### src/rtl/uart_pkg.sv
// uart_pkg: shared parity codes, receiver state encoding and baud divider helper
package uart_pkg;
  localparam int PARITY_NONE = 0;
  localparam int PARITY_ODD = 1;
  localparam int PARITY_EVEN = 2;
  typedef enum logic [2:0] {S_IDLE, S_START, S_DATA, S_PARITY, S_STOP} rx_state_t;
  // Rounded clock divider that produces OVS ticks per bit.
  function automatic int calc_div(input int clk_hz, input int baud, input int ovs);
    return (clk_hz + (baud * ovs) / 2) / (baud * ovs);
  endfunction
endpackage

### src/rtl/uart_rx_fifo_sync_fifo.sv
// sync_fifo: first-word-fall-through FIFO with count; drops writes when full unless a pop frees a slot
module sync_fifo #(
  parameter int WIDTH = 10,
  parameter int DEPTH = 16
) (
  input  logic                     clk,
  input  logic                     reset,
  input  logic                     wr_en,
  input  logic [WIDTH-1:0]         wr_data,
  input  logic                     rd_ready,
  output logic                     rd_valid,
  output logic [WIDTH-1:0]         rd_data,
  output logic [$clog2(DEPTH):0]   count,
  output logic                     drop
);
  localparam int AW = $clog2(DEPTH);
  logic [AW-1:0] wr_ptr_q, wr_ptr_d, rd_ptr_q, rd_ptr_d;
  logic [AW:0] count_q, count_d;
  logic [WIDTH-1:0] mem_q [DEPTH];
  logic [WIDTH-1:0] mem_d [DEPTH];
  logic full, pop, push;
  // A pop always frees the head slot, so a simultaneous push into a full FIFO is accepted.
  always_comb begin
    full = count_q == (AW+1)'(DEPTH);
    pop = rd_ready && count_q != '0;
    push = wr_en && (!full || pop);
    drop = wr_en && !push;
    wr_ptr_d = wr_ptr_q + AW'(push);
    rd_ptr_d = rd_ptr_q + AW'(pop);
    count_d = count_q + (AW+1)'(push) - (AW+1)'(pop);
    mem_d = mem_q;
    if (push) mem_d[wr_ptr_q] = wr_data;
  end
  // Pointer and count registers.
  always_ff @(posedge clk or posedge reset) begin
    if (reset) begin
      wr_ptr_q <= '0;
      rd_ptr_q <= '0;
      count_q <= '0;
    end else begin
      wr_ptr_q <= wr_ptr_d;
      rd_ptr_q <= rd_ptr_d;
      count_q <= count_d;
    end
  end
  // Storage needs no reset; the head is masked while empty.
  always_ff @(posedge clk) mem_q <= mem_d;
  assign rd_valid = count_q != '0;
  assign rd_data = rd_valid ? mem_q[rd_ptr_q] : '0;
  assign count = count_q;
endmodule

### src/rtl/uart_rx_fifo.sv
// uart_rx_fifo: oversampling UART receiver with per-word error flags feeding a FWFT FIFO
module uart_rx_fifo import uart_pkg::*; #(
  parameter int CLK_HZ = 25_000_000,
  parameter int BAUD = 9600,
  parameter int OVS = 16,
  parameter int DATA_BITS = 8,
  parameter int PARITY = 0,
  parameter int STOP_BITS = 1,
  parameter int FIFO_DEPTH = 16
) (
  input  logic                          clk,
  input  logic                          reset,
  input  logic                          rx,
  input  logic                          rd_ready,
  output logic                          rd_valid,
  output logic [DATA_BITS-1:0]          rd_data,
  output logic [1:0]                    rd_err,
  output logic [$clog2(FIFO_DEPTH):0]   fifo_count,
  output logic                          overflow,
  input  logic                          clr_overflow,
  output logic                          busy
);
  localparam int DIV = calc_div(CLK_HZ, BAUD, OVS);
  localparam int DW = $clog2(DIV + 1);
  localparam int CW = $clog2(OVS + 1);
  localparam int BW = $clog2(DATA_BITS + 1);
  rx_state_t state_q, state_d;
  logic rx_meta_q, rx_meta_d, rxs_q, rxs_d;
  logic [DW-1:0] div_q, div_d;
  logic [CW-1:0] cnt_q, cnt_d;
  logic [BW-1:0] bit_q, bit_d;
  logic [DATA_BITS-1:0] data_q, data_d;
  logic pe_q, pe_d, fe_q, fe_d, armed_q, armed_d, push_q, push_d, overflow_q, overflow_d;
  logic tick, mid, drop;
  logic [DATA_BITS+1:0] head;
  // Synchroniser, tick divider and receive FSM next-state logic.
  always_comb begin
    rx_meta_d = rx;
    rxs_d = rx_meta_q;
    tick = div_q == DW'(DIV - 1);
    div_d = tick ? '0 : div_q + 1'b1;
    mid = tick && cnt_q == CW'(OVS - 1);
    state_d = state_q;
    cnt_d = tick ? cnt_q + 1'b1 : cnt_q;
    bit_d = bit_q;
    data_d = data_q;
    pe_d = pe_q;
    fe_d = fe_q;
    armed_d = armed_q;
    push_d = 1'b0;
    overflow_d = drop ? 1'b1 : clr_overflow ? 1'b0 : overflow_q;
    case (state_q)
      S_IDLE: begin
        if (tick && rxs_q) armed_d = 1'b1;
        if (tick && !rxs_q && armed_q) begin
          state_d = S_START;
          cnt_d = '0;
          pe_d = 1'b0;
          fe_d = 1'b0;
        end
      end
      S_START: if (tick && cnt_q == CW'(OVS / 2 - 1)) begin
        state_d = rxs_q ? S_IDLE : S_DATA;
        cnt_d = '0;
        bit_d = '0;
      end
      S_DATA: if (mid) begin
        data_d = {rxs_q, data_q[DATA_BITS-1:1]};
        cnt_d = '0;
        bit_d = bit_q + 1'b1;
        if (bit_q == BW'(DATA_BITS - 1)) begin
          state_d = PARITY != PARITY_NONE ? S_PARITY : S_STOP;
          bit_d = '0;
        end
      end
      S_PARITY: if (mid) begin
        pe_d = (^data_q ^ rxs_q) != (PARITY == PARITY_ODD);
        cnt_d = '0;
        state_d = S_STOP;
      end
      S_STOP: if (mid) begin
        cnt_d = '0;
        bit_d = bit_q + 1'b1;
        if (!rxs_q) begin
          fe_d = 1'b1;
          armed_d = 1'b0;
        end
        if (bit_q == BW'(STOP_BITS - 1)) begin
          state_d = S_IDLE;
          push_d = 1'b1;
        end
      end
      default: state_d = S_IDLE;
    endcase
  end
  // Receiver state registers; synchroniser resets to the idle-high line level.
  always_ff @(posedge clk or posedge reset) begin
    if (reset) begin
      state_q <= S_IDLE;
      rx_meta_q <= 1'b1;
      rxs_q <= 1'b1;
      div_q <= '0;
      cnt_q <= '0;
      bit_q <= '0;
      data_q <= '0;
      pe_q <= 1'b0;
      fe_q <= 1'b0;
      armed_q <= 1'b1;
      push_q <= 1'b0;
      overflow_q <= 1'b0;
    end else begin
      state_q <= state_d;
      rx_meta_q <= rx_meta_d;
      rxs_q <= rxs_d;
      div_q <= div_d;
      cnt_q <= cnt_d;
      bit_q <= bit_d;
      data_q <= data_d;
      pe_q <= pe_d;
      fe_q <= fe_d;
      armed_q <= armed_d;
      push_q <= push_d;
      overflow_q <= overflow_d;
    end
  end
  sync_fifo #(.WIDTH(DATA_BITS + 2), .DEPTH(FIFO_DEPTH)) u_fifo (
    .clk(clk),
    .reset(reset),
    .wr_en(push_q),
    .wr_data({pe_q, fe_q, data_q}),
    .rd_ready(rd_ready),
    .rd_valid(rd_valid),
    .rd_data(head),
    .count(fifo_count),
    .drop(drop)
  );
  assign rd_data = head[DATA_BITS-1:0];
  assign rd_err = head[DATA_BITS+1:DATA_BITS];
  assign overflow = overflow_q;
  assign busy = state_q != S_IDLE;
endmodule

### config.mk
export PLATFORM = sky130hd
export DESIGN_NAME = uart_rx_fifo
export DESIGN_NICKNAME = d
export VERILOG_FILES = /design/src/rtl/uart_pkg.sv /design/src/rtl/uart_rx_fifo_sync_fifo.sv /design/src/rtl/uart_rx_fifo.sv
export SDC_FILE = /design/constraint.sdc
export NUM_CORES = 1
export LEC_CHECK = 0
export ABC_AREA = 0
export CORE_ASPECT_RATIO = 2
export CORE_MARGIN = 8
export CORE_UTILIZATION = 55
export DETAILED_ROUTE_END_ITERATION = 12
export GPL_TIMING_DRIVEN = 0
export PLACE_DENSITY = 0.78
export REMOVE_ABC_BUFFERS = 1
export SYNTH_ARGS = -nofsm -noshare
export SYNTH_HDL_FRONTEND = slang
export SYNTH_SLANG_ARGS = --single-unit
### constraint.sdc
create_clock -name clk -period 2.39 [get_ports clk]
set_input_delay 0.717 -clock clk [delete_from_list [all_inputs] [get_ports clk]]
set_output_delay 0.717 -clock clk [all_outputs]
set_load 0.005 [all_outputs]
# --- After elaboration in Yosys (flattened, before gate mapping) ---
# Cells that the tools add are included.
word_totals:
  reg_bits: 208
  inputBits: 5
classes:
  add_sub_neg: 7
  n_lt_le_gt_ge: 3
  eq_ne: 18
  n_mux: 42
  bitwise: 3
  reduce_logical: 29
op_table:
  columns: ["cell", "count"]
  rows:
  - ["160-bit bitwise mux", 1]
  - ["10-bit binary-select mux with 4-bit select", 1]
  - ["10-bit demux with 4-bit select", 1]
  - ["10-bit two-way mux", 4]
  - ["3-bit two-way mux", 7]
  - ["5-bit two-way mux", 4]
  - ["2-bit != test, second input constant", 9]
  - ["4-bit two-way mux", 4]
  - ["3-bit one-hot mux with 5 select lines", 1]
  - ["5-bit one-hot mux with 3 select lines", 1]
  - ["1-bit two-way mux", 12]
  - ["4-bit one-hot mux with 3 select lines", 1]
  - ["4-bit AND reduction", 3]
  - ["5-bit >= comparator, second input constant", 2]
  - ["4-bit inverter with 5-bit output", 2]
  - ["1-bit logical AND", 9]
  - ["4-bit by 1-bit adder with 4-bit output", 2]
  - ["8-bit by 1-bit adder with 8-bit output, second input constant", 1]
  - ["8-bit equality test, second input constant", 1]
  - ["8-bit two-way mux", 1]
  - ["8-bit XOR reduction", 1]
  - ["7-bit AND reduction", 1]
  - ["3-bit by 2-bit equality test with 1-bit output, second input constant", 2]
  - ["1-bit one-hot mux with 2 select lines", 3]
  - ["23 further kinds", 28]

# --- Depth between registers and ports, before layout ---
logic_depth:
  depth_word: 7
  mapped_depth: 13
  depth_no_buf: 13

# --- By module ---
# A second synthesis with hierarchy kept.
hier_totals:
  cells_unflattened: 509
  area_unflattened_um2: 8897.3
modules_own_cells:
  columns: ["mod", "n_inst", "cells_per_inst", "area_each_um2", "seq_area_each_um2"]
  rows:
  - ["sync_fifo", 1, 335, 7036.7, 5129.9]
  - ["uart_rx_fifo", 1, 174, 1860.5, 879.6]

# --- Worst setup path after synthesis ---
# Ideal clock, no wire load.
synth_path:
  kind: "input -> register"
  startpoint: "in rd_ready"
  endpoint: "reg u_fifo.mem_q[150] (netlist bit) (enable)"
  arrival_ps: 2272
  required_ps: 2000
  slack_ps: -272
  path_stages: 4
  path_buffers: 0
  cell_sequence: "inv_1 > a31oi_1 > or3b_1 > nor3_1"
synth_via:
  elab_chain_len: 3
synth_lines:
  columns: ["element", "line_no", "text"]
  rows:
  - ["start, declared", "uart_rx_fifo.sv:14", "input logic rd_ready,"]
  - ["1-bit logical AND", "uart_rx_fifo_sync_fifo.sv:25", "pop = rd_ready && count_q != '0;"]
  - ["1-bit logical OR", "uart_rx_fifo_sync_fifo.sv:26", "push = wr_en && (!full || pop);"]
  - ["1-bit logical AND", "uart_rx_fifo_sync_fifo.sv:26", null]
  - ["end signal, assigned", "uart_rx_fifo_sync_fifo.sv:47", "always_ff @(posedge clk) mem_q <= mem_d;"]
  - ["end, declared", "uart_rx_fifo_sync_fifo.sv:19", "logic [WIDTH-1:0] mem_q [DEPTH];"]
# Every way passes these cells.
# A chain may end at the register's enable or synchronous reset.

# --- Final worst setup path ---
layout_path:
  startpoint: "reg u_fifo.rd_ptr_q[0]"
  endpoint: "out rd_data[6]"
layout_via:
  elab_chain_len: 5
layout_lines:
  columns: ["element", "line_no", "text"]
  rows:
  - ["start, declared", "uart_rx_fifo_sync_fifo.sv:17", "logic [AW-1:0] wr_ptr_q, wr_ptr_d, rd_ptr_q, rd_ptr_d;"]
  - ["start signal, assigned", "uart_rx_fifo_sync_fifo.sv:42", "rd_ptr_q <= rd_ptr_d;"]
  - ["4-bit inverter with 5-bit output (not written as such)", "uart_rx_fifo_sync_fifo.sv:49", "assign rd_data = rd_valid ? mem_q[rd_ptr_q] : '0;"]
  - ["10-bit binary-select mux with 4-bit select", "uart_rx_fifo_sync_fifo.sv:49", null]
  - ["10-bit two-way mux (not written as such) (2 in a row)", "uart_rx_fifo_sync_fifo.sv:49", null]
  - ["10-bit two-way mux", "uart_rx_fifo_sync_fifo.sv:49", null]
  - ["end, declared", "uart_rx_fifo.sv:16", "output logic [DATA_BITS-1:0] rd_data,"]
# Every way passes these cells. The select of a mux whose other input is x is not followed.

==> results_dict.tcl <==
set metrics [dict create \
    synth-seq-cells 208 \
    max_freq_mhz 334.1 \
    root_buffer "clkbuf_16" \
    critPathMaxFanout 7 \
    criticalPathCategory "reg2out" \
    wl_per_cell_um 25.35 \
    power_mw 9.853 \
    place_ws_ns -1.245 \
    crit_path_start "u_fifo.rd_ptr_q[0]" \
    max_slew_margin_pct 49.86 \
    pin_count 23 \
    cts.htree.levels 1 \
    dieArea_um2 20060 \
    layout.cells.non_filler 761 \
    grt_max_degree 34 \
    dp_hpwl_mm 11.16 \
    cp_num_buf_inv 4 \
    rsz0062_at_grt "true" \
    nets 573 \
    r2r_end "u_fifo.mem_q[31]" \
    synth_top_cell_area_share_pct 56.10 \
    portBuffers 22 \
    drc_errors 0 \
    initial_core_util_pct 56.00 \
    numClockSinks 208 \
    ant_nets 0 \
    whs_ns 0.3575 \
    cp_cell_sequence "buf_12 > buf_12 > buf_12 > mux4_2 > a22oi_2 > a21oi_2 > buf_2" \
    irDropWorstVdd_v 0.0007597 \
    chipWidth_um 104.2 \
    power.density_nw_per_um2 953.2 \
    synth_cell_type_count 52 \
    ys_top_cells_by_count "edfxtp_1 (160), dfrtp_1 (45), mux4_2 (40), nor2_1 (28), a21oi_1 (21)" \
    fin_crit_ns 2.994 \
    synth_top_area_cell "edfxtp_1" \
    path_clk_slew_ns 0.07 \
    grt_first_pass_wirelength_mm 29.54 \
    core_area_um2 15290 \
    failed_checks "setup timing" \
    wirelength_mm 19.29 \
    hold_viol 0 \
    layout-drive-gt1-share_pct 35.35 \
    antenna_found_initial 0 \
    clk_path_buf_depth 3 \
    dp_cells 695 \
    synthesis.area_um2 8564 \
    clock_latency_ns 0.48 \
    ys_warn_count 0 \
    viasPerCell 6.269 \
    crit_top_cell "buf_12" \
    drt_iter0_markers 372 \
    r2r-start "u_fifo.count[2]" \
    cts_tree "built" \
    synthFlopType "edfxtp_1" \
    finClkSkew_ns 0.01602 \
    crit_arrival_ns 2.28 \
    setup_tns_ns -5.424 \
    critPathMaxStageDelay_ns 0.50 \
    drt-pass1-iter-count 5 \
    ys_async_sr_fraction_pct 23.08 \
    cp.required_ns 1.67 \
    gr-total-overflow 0 \
    routabilityCongestion 0.8822 \
    min_path_type "reg2reg" \
    synth_area_leaders "edfxtp_1 (56%), dfrtp_1 (13%), mux4_2 (11%), ha_1 (2.0%), a22oi_1 (1.8%)" \
    grt_pass1_vias 5037 \
    vias 4771 \
    cap_violations 0 \
    status "finished with violations" \
    syn2layout_area_growth_pct 20.69 \
    reg2reg_slack_ns 0.03 \
    grtUsageTotal_pct 19.50 \
    critPathTopFamily "buffers and inverters" \
    critPathLaunchType "flip-flop" \
    power.leakage_nw 3.875 \
    ff2ff_path_depth 10 \
    crit_slowest_cell "dfrtp_4" \
    synth-edff-count 160 \
    hp-start "rx_meta_q" \
    stdcell_area_um2 10340 \
    seq_area_frac_synth_pct 70.17 \
    setup_slack_ns -0.6036 \
    synthCells 489 \
    cp.depth 7 \
    dieHeight_um 192.5 \
    synth_area_per_cell_um2 17.51 \
    drv_slew 0 \
    crit_path_end_kind "output pin" \
    post-route-util_pct 67.58 \
    tightest_slew_ns 0.7513 \
    fp-row-count 64 \
    yosys.cell_count.top_type "edfxtp_1" \
    antenna-diode-count 0 \
    min_period_over_period_pct 125.3 \
    setup_viol 10 \
    endpoint "rd_data[6]" \
    placement.cell_area_um2 9046 \
    numCtsBuffers 17 \
]
==> routing by layer <==
metal | vias to the layer above | routed length, um | track usage [%]
met5 | - | 0 | 0
met4 | 0 | 991 | 10.88
met3 | 70 | 1003 | 2.274
met2 | 202 | 10860 | 37.37
met1 | 2462 | 6435 | 20.06
li1 | 2037 | - | -
==> worst min path at each step <==
stage | endpoint | cells after the start
floorplan | rxs_q | 0
global placement | rxs_q | 0
detailed placement | rxs_q | 0
CTS | rxs_q | 0
global route | rxs_q | 0
finish | rxs_q | 0
==> layout make-up <==
type | count | area (um2)
clock buffers | 24 | 459.2
well taps | 198 | 247.7
repair buffers | 65 | 735.7
flip-flops and latches | 208 | 6018
clock inverters | 5 | 83.83
multi-input cells | 247 | 2739
fillers | 906 | 4959
inverters | 14 | 52.55
==> power by group <==
part | switching (mW) | internal [mW]
sequential | 0.158 | 3.94
combinational | 1.35 | 1.59
clock | 1.25 | 1.57
total | 2.75 | 7.10
==> worst register-to-register path, cell delays in order, from the launching register on <==
cell and delay (ns):
dfrtp_1 0.36, inv_2 0.06, ha_4 0.15, nor3b_4 0.14, buf_4 0.14, buf_6 0.11
a31oi_4 0.23, or3b_4 0.48, buf_6 0.15, nor2_4 0.11, buf_12 0.15
==> cell usage in the layout (no fill, tap or decap), types with 5 or more instances in the layout <==
| cell | count |
|---|---|
| buf_6 | 11 |
| nor2_4 | 12 |
| buf_12 | 13 |
| dfrtp_1 | 40 |
| nand2_1 | 8 |
| buf_2 | 9 |
| mux2_2 | 9 |
| clkdlybuf4s50_1 | 9 |
| inv_1 | 10 |
| nor2b_1 | 5 |
| and3_1 | 5 |
| xor2_1 | 12 |
| nor3_4 | 6 |
| buf_4 | 18 |
| mux4_2 | 40 |
| xnor2_1 | 13 |
| nor2_1 | 15 |
| edfxtp_1 | 160 |
| nand3_1 | 11 |
| a21oi_1 | 13 |
| a22oi_2 | 16 |
| clkbuf_16 | 17 |
| ha_1 | 12 |
| a21oi_2 | 8 |
| clkbuf_1 | 5 |
==> flip-flops by register name, summed over array words and instances, names as in the netlist, 3 cells and up <==
name             count
u_fifo.count         5
u_fifo.mem_q       160
u_fifo.rd_ptr_q      4
u_fifo.wr_ptr_q      4
bit_q                4
div_q                8
state_q              3
cnt_q                5
data_q               8
==> what timing repair did <==
item	in CTS	in global routing
endpoints found under the setup margin	175	69
gates cloned	2	0
hold buffers	0	0
gates resized for setup	122	11
setup buffers	31	7
pin swaps	29	12
==> logic make-up after synthesis <==
family,Yosys count,share of synthesized area (%)
xor+xnor,26,2.820
compound gates,61,4.675
fa+ha+maj,15,2.279
buf+inv,34,1.739
simple gates,92,6.151
mux,53,12.17
flops,208,70.17
No activity file was read; power rests on OpenSTA's default activity.
